==> src/rtl/adc_sched_pkg.sv <==
// Shared types and constants for the ADC sample scheduler.
// The optional averaging build (ADC_SCHED_AVG_EN) sizes its accumulators with acc_width().
package adc_sched_pkg;

   localparam int unsigned NUM_CH     = 4;
   localparam int unsigned DATA_W_DEF = 12;
   localparam int unsigned ACC_W      = DATA_W_DEF + 2;

   typedef enum logic [2:0] {
      ST_IDLE      = 3'd0,
      ST_START     = 3'd1,
      ST_WAIT_BUSY = 3'd2,
      ST_WAIT_DONE = 3'd3,
      ST_CAPTURE   = 3'd4,
      ST_FAULT     = 3'd5
   } sched_state_t;

   // Four samples of dw bits sum without overflow in dw+2 bits.
   function automatic int unsigned acc_width(input int unsigned dw);
      return dw + 2;
   endfunction

endpackage

==> src/rtl/adc_sched_tick_gen.sv <==
// Free-running period counter: counts 0..PERIOD_CYC-1 while enabled and flags the wrap cycle.
module adc_sched_tick_gen #(
   parameter int unsigned PERIOD_CYC = 50000
) (
   input  logic i_clk,
   input  logic i_rst_n,
   input  logic i_enable,
   output logic o_tick
);

   localparam int unsigned CNT_W = $clog2(PERIOD_CYC);

   logic [CNT_W-1:0] r_cnt;
   logic             w_wrap;

   assign w_wrap = (r_cnt == CNT_W'(PERIOD_CYC - 1));
   assign o_tick = i_enable && w_wrap;

   always_ff @(posedge i_clk or negedge i_rst_n) begin
      if (!i_rst_n) begin
         r_cnt <= '0;
      end else if (!i_enable || w_wrap) begin
         r_cnt <= '0;
      end else begin
         r_cnt <= r_cnt + 1'b1;
      end
   end

endmodule

==> src/rtl/adc_sample_scheduler.sv <==
// Triggers the 4-channel SPI ADC engine, waits on its ready handshake with a timeout, and
// publishes captured samples through a valid/ack stage. ADC_SCHED_AVG_EN enables 4x averaging.
module adc_sample_scheduler
   import adc_sched_pkg::*;
#(
   parameter int unsigned PERIOD_CYC  = 50000,
   parameter int unsigned TIMEOUT_CYC = 4096,
   parameter int unsigned DATA_W      = DATA_W_DEF
) (
   input  logic              ref_clk,
   input  logic              reset_n,
   input  logic              enable,
   input  logic              single_shot,
   output logic              spi_start,
   input  logic              spi_ready,
   input  logic [DATA_W-1:0] spi_data0,
   input  logic [DATA_W-1:0] spi_data1,
   input  logic [DATA_W-1:0] spi_data2,
   input  logic [DATA_W-1:0] spi_data3,
   output logic [DATA_W-1:0] sample_ch0,
   output logic [DATA_W-1:0] sample_ch1,
   output logic [DATA_W-1:0] sample_ch2,
   output logic [DATA_W-1:0] sample_ch3,
   output logic              sample_valid,
   input  logic              sample_ack,
   output logic              overrun,
   output logic              timeout_err,
   input  logic              clear_err,
   output logic              busy,
   output logic [2:0]        o_state
);

   localparam int unsigned     TO_W    = $clog2(TIMEOUT_CYC + 1);
   localparam logic [TO_W-1:0] TO_LOAD = TO_W'(TIMEOUT_CYC);

   sched_state_t      r_state;
   logic [TO_W-1:0]   r_to_cnt;
   logic              r_spi_start;
   logic              r_valid;
   logic              r_overrun;
   logic              r_to_err;
   logic              r_busy;
   logic [DATA_W-1:0] r_ch   [NUM_CH];
   logic [DATA_W-1:0] w_data [NUM_CH];
   logic              w_tick;
   logic              w_trigger;
   logic              w_to_expired;

   adc_sched_tick_gen #(
      .PERIOD_CYC (PERIOD_CYC)
   ) u_tick (
      .i_clk    (ref_clk),
      .i_rst_n  (reset_n),
      .i_enable (enable),
      .o_tick   (w_tick)
   );

   assign w_data[0] = spi_data0;
   assign w_data[1] = spi_data1;
   assign w_data[2] = spi_data2;
   assign w_data[3] = spi_data3;

   assign w_trigger    = w_tick | single_shot;
   // Counter is loaded with TIMEOUT_CYC, so a wait state lasts at most TIMEOUT_CYC cycles.
   assign w_to_expired = (r_to_cnt <= TO_W'(1));

`ifdef ADC_SCHED_AVG_EN
   localparam int unsigned AW = acc_width(DATA_W);

   logic [AW-1:0] r_acc [NUM_CH];
   logic [AW-1:0] w_sum [NUM_CH];
   logic [1:0]    r_avg_cnt;

   always_comb begin
      for (int unsigned c = 0; c < NUM_CH; c++) begin
         w_sum[c] = r_acc[c] + AW'(w_data[c]);
      end
   end
`endif

   always_ff @(posedge ref_clk or negedge reset_n) begin
      if (!reset_n) begin
         r_state     <= ST_IDLE;
         r_to_cnt    <= '0;
         r_spi_start <= 1'b0;
         r_valid     <= 1'b0;
         r_overrun   <= 1'b0;
         r_to_err    <= 1'b0;
         r_busy      <= 1'b0;
         for (int unsigned c = 0; c < NUM_CH; c++) begin
            r_ch[c] <= '0;
         end
`ifdef ADC_SCHED_AVG_EN
         r_avg_cnt <= '0;
         for (int unsigned c = 0; c < NUM_CH; c++) begin
            r_acc[c] <= '0;
         end
`endif
      end else begin
         r_spi_start <= 1'b0;

         // Low-priority updates first; set events in the case below override them.
         if (sample_ack && r_valid) begin
            r_valid <= 1'b0;
         end
         if (clear_err) begin
            r_overrun <= 1'b0;
            r_to_err  <= 1'b0;
         end

         case (r_state)
            ST_IDLE: begin
               if (w_trigger && spi_ready) begin
                  r_state     <= ST_START;
                  r_spi_start <= 1'b1;
                  r_busy      <= 1'b1;
               end
            end

            ST_START: begin
               r_to_cnt <= TO_LOAD;
               r_state  <= ST_WAIT_BUSY;
            end

            ST_WAIT_BUSY: begin
               if (!spi_ready) begin
                  r_to_cnt <= TO_LOAD;
                  r_state  <= ST_WAIT_DONE;
               end else if (w_to_expired) begin
                  r_state <= ST_FAULT;
               end else begin
                  r_to_cnt <= r_to_cnt - 1'b1;
               end
            end

            ST_WAIT_DONE: begin
               if (spi_ready) begin
                  r_state <= ST_CAPTURE;
               end else if (w_to_expired) begin
                  r_state <= ST_FAULT;
               end else begin
                  r_to_cnt <= r_to_cnt - 1'b1;
               end
            end

            ST_CAPTURE: begin
`ifdef ADC_SCHED_AVG_EN
               r_avg_cnt <= r_avg_cnt + 2'd1;
               if (r_avg_cnt == 2'd3) begin
                  for (int unsigned c = 0; c < NUM_CH; c++) begin
                     r_ch[c]  <= DATA_W'(w_sum[c] >> 2);
                     r_acc[c] <= '0;
                  end
                  r_valid <= 1'b1;
                  if (r_valid && !sample_ack) begin
                     r_overrun <= 1'b1;
                  end
                  r_state <= ST_IDLE;
                  r_busy  <= 1'b0;
               end else begin
                  // Partial average: chain straight into the next conversion.
                  for (int unsigned c = 0; c < NUM_CH; c++) begin
                     r_acc[c] <= w_sum[c];
                  end
                  r_state     <= ST_START;
                  r_spi_start <= 1'b1;
               end
`else
               for (int unsigned c = 0; c < NUM_CH; c++) begin
                  r_ch[c] <= w_data[c];
               end
               r_valid <= 1'b1;
               if (r_valid && !sample_ack) begin
                  r_overrun <= 1'b1;
               end
               r_state <= ST_IDLE;
               r_busy  <= 1'b0;
`endif
            end

            ST_FAULT: begin
               r_to_err <= 1'b1;
               r_state  <= ST_IDLE;
               r_busy   <= 1'b0;
`ifdef ADC_SCHED_AVG_EN
               r_avg_cnt <= '0;
               for (int unsigned c = 0; c < NUM_CH; c++) begin
                  r_acc[c] <= '0;
               end
`endif
            end

            default: begin
               r_state <= ST_IDLE;
               r_busy  <= 1'b0;
            end
         endcase
      end
   end

   assign spi_start    = r_spi_start;
   assign sample_ch0   = r_ch[0];
   assign sample_ch1   = r_ch[1];
   assign sample_ch2   = r_ch[2];
   assign sample_ch3   = r_ch[3];
   assign sample_valid = r_valid;
   assign overrun      = r_overrun;
   assign timeout_err  = r_to_err;
   assign busy         = r_busy;
   assign o_state      = r_state;

endmodule

==> config.mk <==
export PLATFORM = sky130hd
export DESIGN_NAME = adc_sample_scheduler
export DESIGN_NICKNAME = d
export VERILOG_FILES = /design/src/rtl/adc_sched_pkg.sv /design/src/rtl/adc_sched_tick_gen.sv /design/src/rtl/adc_sample_scheduler.sv
export SDC_FILE = /design/constraint.sdc
export NUM_CORES = 1
export LEC_CHECK = 0
export ABC_AREA = 1
export CAP_MARGIN = 20
export CORE_MARGIN = 4
export CORE_UTILIZATION = 45
export DETAILED_ROUTE_END_ITERATION = 7
export DONT_BUFFER_PORTS = 1
export GPL_TIMING_DRIVEN = 0
export SKIP_LAST_GASP = 1
export SLEW_MARGIN = 20
export SYNTH_ARGS = -nofsm -noshare
export SYNTH_HDL_FRONTEND = slang
export SYNTH_SLANG_ARGS = --single-unit
export TNS_END_PERCENT = 1
==> constraint.sdc <==
create_clock -name ref_clk -period 1.3 [get_ports ref_clk]
set_input_delay 0.26 -clock ref_clk [delete_from_list [all_inputs] [get_ports ref_clk]]
set_output_delay 0.26 -clock ref_clk [all_outputs]
set_load 0.01 [all_outputs]
Word level (Yosys, flattened, before mapping)
Index checks and enable logic that the tools add are counted.

Bits in registers: 85. Input bits: 55. Output and inout port bits: 56. Word-level logic and storage cells: 60.

$add $sub $neg: 2. $lt $le $gt $ge: 1. Equality and inequality tests: 8. Mux-type cells: 21. Bitwise gates (word level): 2. Reductions and logical operators: 14.

Operators by type and width (count): $mux 13 (3); $pmux 13 s3 (1); $add 16x1->16 const B (1); $eq 16x16->1 const B (1); $mux 16 (1); $le 13x1->1 const B (1); $sub 13x1->13 const B (1); $mux 3 (4); $pmux 3 s4 (1); $mux 1 (10); $eq 3x2->1 const B (2); $eq 3x3->1 const B (2); $logic_and 1x1->1 (4); $ne 2x2->1 const B (2); $reduce_and 2->1 (2); $reduce_bool 2->1 (2); $eq 3x1->1 const B (1); $logic_not 3->1 (1); $reduce_bool 3->1 (1); $reduce_or 3->1 (1); $logic_not 1->1 (2); $pmux 1 s2 (1); $logic_or 1x1->1 (1); $not 1->1 (1); $or 1x1->1 (1).

Logic depth before layout (Yosys ltp)
Word-level depth: 6. Gate-level depth with buffers: 11.

Modules after synthesis
Synthesis repeated with hierarchy kept, for this count alone.

Cells, all modules: 378. Area, all modules: 3848.7 um^2.

By module, submodules not included: adc_sample_scheduler (instances 1, cells each 260, area an instance 2957.8 um^2); adc_sched_tick_gen (instances 1, cells each 118, area an instance 890.9 um^2).

Worst setup path before layout
OpenSTA, ideal clock, no wires.

Path type: register -> register. Start point: register u_tick.r_cnt[0]. End point: register u_tick.r_cnt[2]. Data arrival time: 1221 ps. Path slack: -42 ps. Stages on the path, launching flop included: 10. Period minus slack after synthesis: 1342 ps. Cell sequence: dfrtp_1 ha_1 nand2_1 inv_1 nand2_1 nor2_1 nand2_1 nand2_2 buf_4 nor3_1.

Longest elaborated chain between the ends: 3.

RTL lines: start, declared (RTL line adc_sched_tick_gen.sv:13) `logic [CNT_W-1:0] r_cnt;`; start signal, assigned (RTL line adc_sched_tick_gen.sv:25) `r_cnt <= r_cnt + 1'b1;`; parallel branches: the longest is 2 deep, another holds $add 16x1->16; $mux 16 (*) (RTL line adc_sched_tick_gen.sv:22) `end else if (!i_enable || w_wrap) begin`.

Mark *: on every way between the ends. A chain may end at the register's enable or synchronous reset.

Worst setup path after layout
Start point: register r_to_cnt[0]. End point: register r_state[1], in the netlist o_state[1].

Longest elaborated chain between the ends: 4.

RTL lines: start, declared (RTL line adc_sample_scheduler.sv:37) `logic [TO_W-1:0] r_to_cnt;`; start signal, assigned (RTL line adc_sample_scheduler.sv:132) `r_to_cnt <= r_to_cnt - 1'b1;`; start signal, assigned (RTL line adc_sample_scheduler.sv:142) `r_to_cnt <= r_to_cnt - 1'b1;`; $le 13x1->1 (*) (RTL line adc_sample_scheduler.sv:65) `assign w_to_expired = (r_to_cnt <= TO_W'(1));`; $mux 3 (*); $mux 3, on equally long branches; $pmux 3 s4 (*); end signal, assigned (RTL line adc_sample_scheduler.sv:83) `r_state <= ST_IDLE;`; end signal, assigned (RTL line adc_sample_scheduler.sv:114) `r_state <= ST_START;`; end signal, assigned (RTL line adc_sample_scheduler.sv:122) `r_state <= ST_WAIT_BUSY;`; end, declared (RTL line adc_sample_scheduler.sv:36) `sched_state_t r_state;`.

Every way passes the cells marked *; elsewhere a longest branch is shown, timed or not.

==> results.toml <==
[placement]
place.gp.congestion = 0.878
placed_cell_area_sq_mm = 0.00408
dp.cells = 493
numPortBuffers = 0
place_hpwl_um = 5910

[grt]
grt_max_degree = 86
grt_usage = 0.161
grt_pass1_vias = 2730
antenna_found_initial = 0
gr-total-overflow = 0
grt_pass1_wl_um = 13100

[synthesis]
synthArstFlopShare = 1.00
synth-edff-count = 0
synthFlopType = "dfrtp_1"
yosysTopAreaCellShare = 0.540
synth.distinct_cells = 34
synth_seq_area_share = 0.540
ys_warn_count = 0
netlist_instances = 388
synth.area.top_cells = "dfrtp_1 54%, mux2_2 12%, nand2_1 6.1%"
synth_area_sq_mm = 0.00394
synth.avg_cell_area_sq_um = 10.2
synthesis.nets = 446
ys_seq_elements = 85
yosysTopAreaCell = "dfrtp_1"

[sta]
finalSetupViolations = 81
finalHoldViolCount = 85
finalClockSkew_ns = 0.0115
post-route-min-period_ns = 1.42
fin_crit_sh = 1.09
worst_slew_pin_slew_ns = 0.311
fin_ws_ns = -0.117
fin_hold_ws_ns = -0.406
rsz0062_at_grt = "yes"
finalSetupTns_ns = -5.07
slew_viol_final = 0
slew_headroom = 0.792
clock.fmax_ghz = 0.706

[worst_setup_path]
crit_chain = "inv_2 > nand3_2 > nor2_4 > nand2_2 > nand2_4 > o21ai_0 > nand3_1 > nand2_1"
end_kind = "register"
critical-path-max-stage-delay_ns = 0.45
crit_start = "r_to_cnt[0]"
critPathKind = "register to register"
worstPathRequired_ns = 1.55
path_max_fanout = 4
slowest_stage = "dfrtp_2"
cp-start-kind = "register"
crit_arrival_ns = 1.67
rr_startpoint = "r_to_cnt[0]"

[finish]
ff_latch_area_sq_mm = 0.00213
fin_cells = 527
finish.utilization = 0.550
final_common_cell = "dfrtp_1"
multi_input_area_sq_mm = 0.00175
antenna_cells = 0
syn2layout_area_growth_pct = 17.0
fin_nets = 475
most-common-layout-cells = "80 x dfrtp_1, 53 x nand2_1, 41 x mux2_2"
nFillCells = 731
design_area_sq_mm = 0.00461
drive_above_1_share = 0.358

[power_and_ir_drop]
power.total_mw = 10.2
leakagePower_nw = 2.17
max-vdd-ir-drop_uv = 1110
power_density_mw_per_mm2 = 2210

[run_status]
status = "complete, but fails checks"
violations = "negative hold slack, negative setup slack"

[floorplan]
num_rows = 33
core_sq_mm = 0.00838
chipHeight_um = 102
start_util = 0.470
dieArea_sq_mm = 0.0103
io_pins = 111
die_w_um = 102

[detailed_routing]
drt-initial-drc-count = 81
vias_per_cell = 5.13
via_count = 2704
antenna_left = 0
remaining_drc_errors = 0
wl_um = 8440
first_pass_iters = 4
post_drt_wl_per_cell_um = 16.0

[clock_tree]
cts_buffers = 9
cts_tree = "built"
htreeDepth = 3
clock_path_buffers = 2
cts_hold_buf = 1
cts_sinks = 85
cts_root_buf = "clkbuf_8"
worstSkewPairLatency_ns = 0.36
path_clk_slew_ns = 0.09

[worst_hold_path]
hold_path_class = "primary input to async pin"

[run]
drv_cap = 0
[synthesized netlist by cell type (2+ instances only)]
cell / number
nand2_2: 5
buf_6: 5
dfrtp_1: 85
inv_1: 40
nand2_4: 2
o21ai_0: 5
nand4_1: 7
a21oi_1: 7
ha_1: 3
inv_2: 4
nand3_2: 3
mux2_1: 7
mux2_2: 41
nor2_1: 51
nand3_1: 19
xor2_1: 6
nand2_1: 64
nor2_2: 10
o31ai_1: 2
nor3_1: 8
[registers in the layout, indices dropped and copies added, names as in the netlist, 3 cells and up]
name,count
sample_ch3,12
sample_ch0,12
u_tick.r_cnt,16
o_state,3
sample_ch1,12
sample_ch2,12
r_to_cnt,13
[layout make-up]
class,instances,share of cell area
Sequential cell,85,0.463
Multi-Input combinational cell,253,0.380
Inverter,45,0.0393
Timing Repair Buffer,17,0.0320
Clock buffer,10,0.0299
Tap cell,105,0.0285
Buffer,6,0.0155
Clock inverter,6,0.0117
[cells by family after synthesis]
kind of cell,share of synthesized area
simple gates,0.206
flops,0.540
buf+inv,0.0603
mux,0.137
compound gates,0.0318
xor+xnor,0.0156
fa+ha+maj,0.00953
[worst paths after layout]
path | to | slack [ns] | depth (start not counted)
worst max-delay path | o_state[1] | -0.12 | 8
worst min-delay path | r_to_cnt[9] | -0.41 | 0
worst max register to register | o_state[1] | -0.12 | 8
worst min register to register | u_tick.r_cnt[9] | 0.53 | 1
max in group asynchronous | o_state[0] | 1.56 | 0
min in group ref_clk | sample_ch1[0] | 0.03 | 1
[stage by stage]
stage / hold WS (ns) / setup slack (ns)
after floorplan: -0.0356 / -0.0162
after global routing: -0.437 / -0.211
final: -0.406 / -0.117
after CTS: -0.428 / -0.130
after detailed placement: -0.0326 / -0.224
after global placement: -0.0321 / -0.193
[critical path, delay by kind of cell, from the launching register on]
| family | cells | cell delay, ns |
|---|---|---|
| compound gates | 1 | 0.10 |
| buf+inv | 1 | 0.10 |
| flops | 1 | 0.45 |
| simple gates | 6 | 0.66 |
[repair_timing]
action | 4_1_cts | 5_1_grt
resized for setup | 18 | 39
buffers inserted | 4 | 11
endpoints found under the hold margin | 87 | 85
gates cloned | 0 | 2
pin swaps | 7 | 12
endpoints found under the setup margin | 81 | 82
[routing by layer]
| metal | track usage | vias to the layer above | part of all wire |
|---|---|---|---|
| met2 | 0.254 | 82 | 0.50 |
| met5 | 0 | - | 0 |
| met4 | 0.0685 | 0 | 0.018 |
| li1 | - | 1310 | - |
| met3 | 0.0510 | 10 | 0.073 |
| met1 | 0.206 | 1302 | 0.41 |
[report_power, final]
group / internal [mW] / switching [mW]
clock: 0.780 / 1.03
sequential: 3.66 / 1.26
combinational: 1.65 / 1.79
Power figures use the tool's default switching activity.
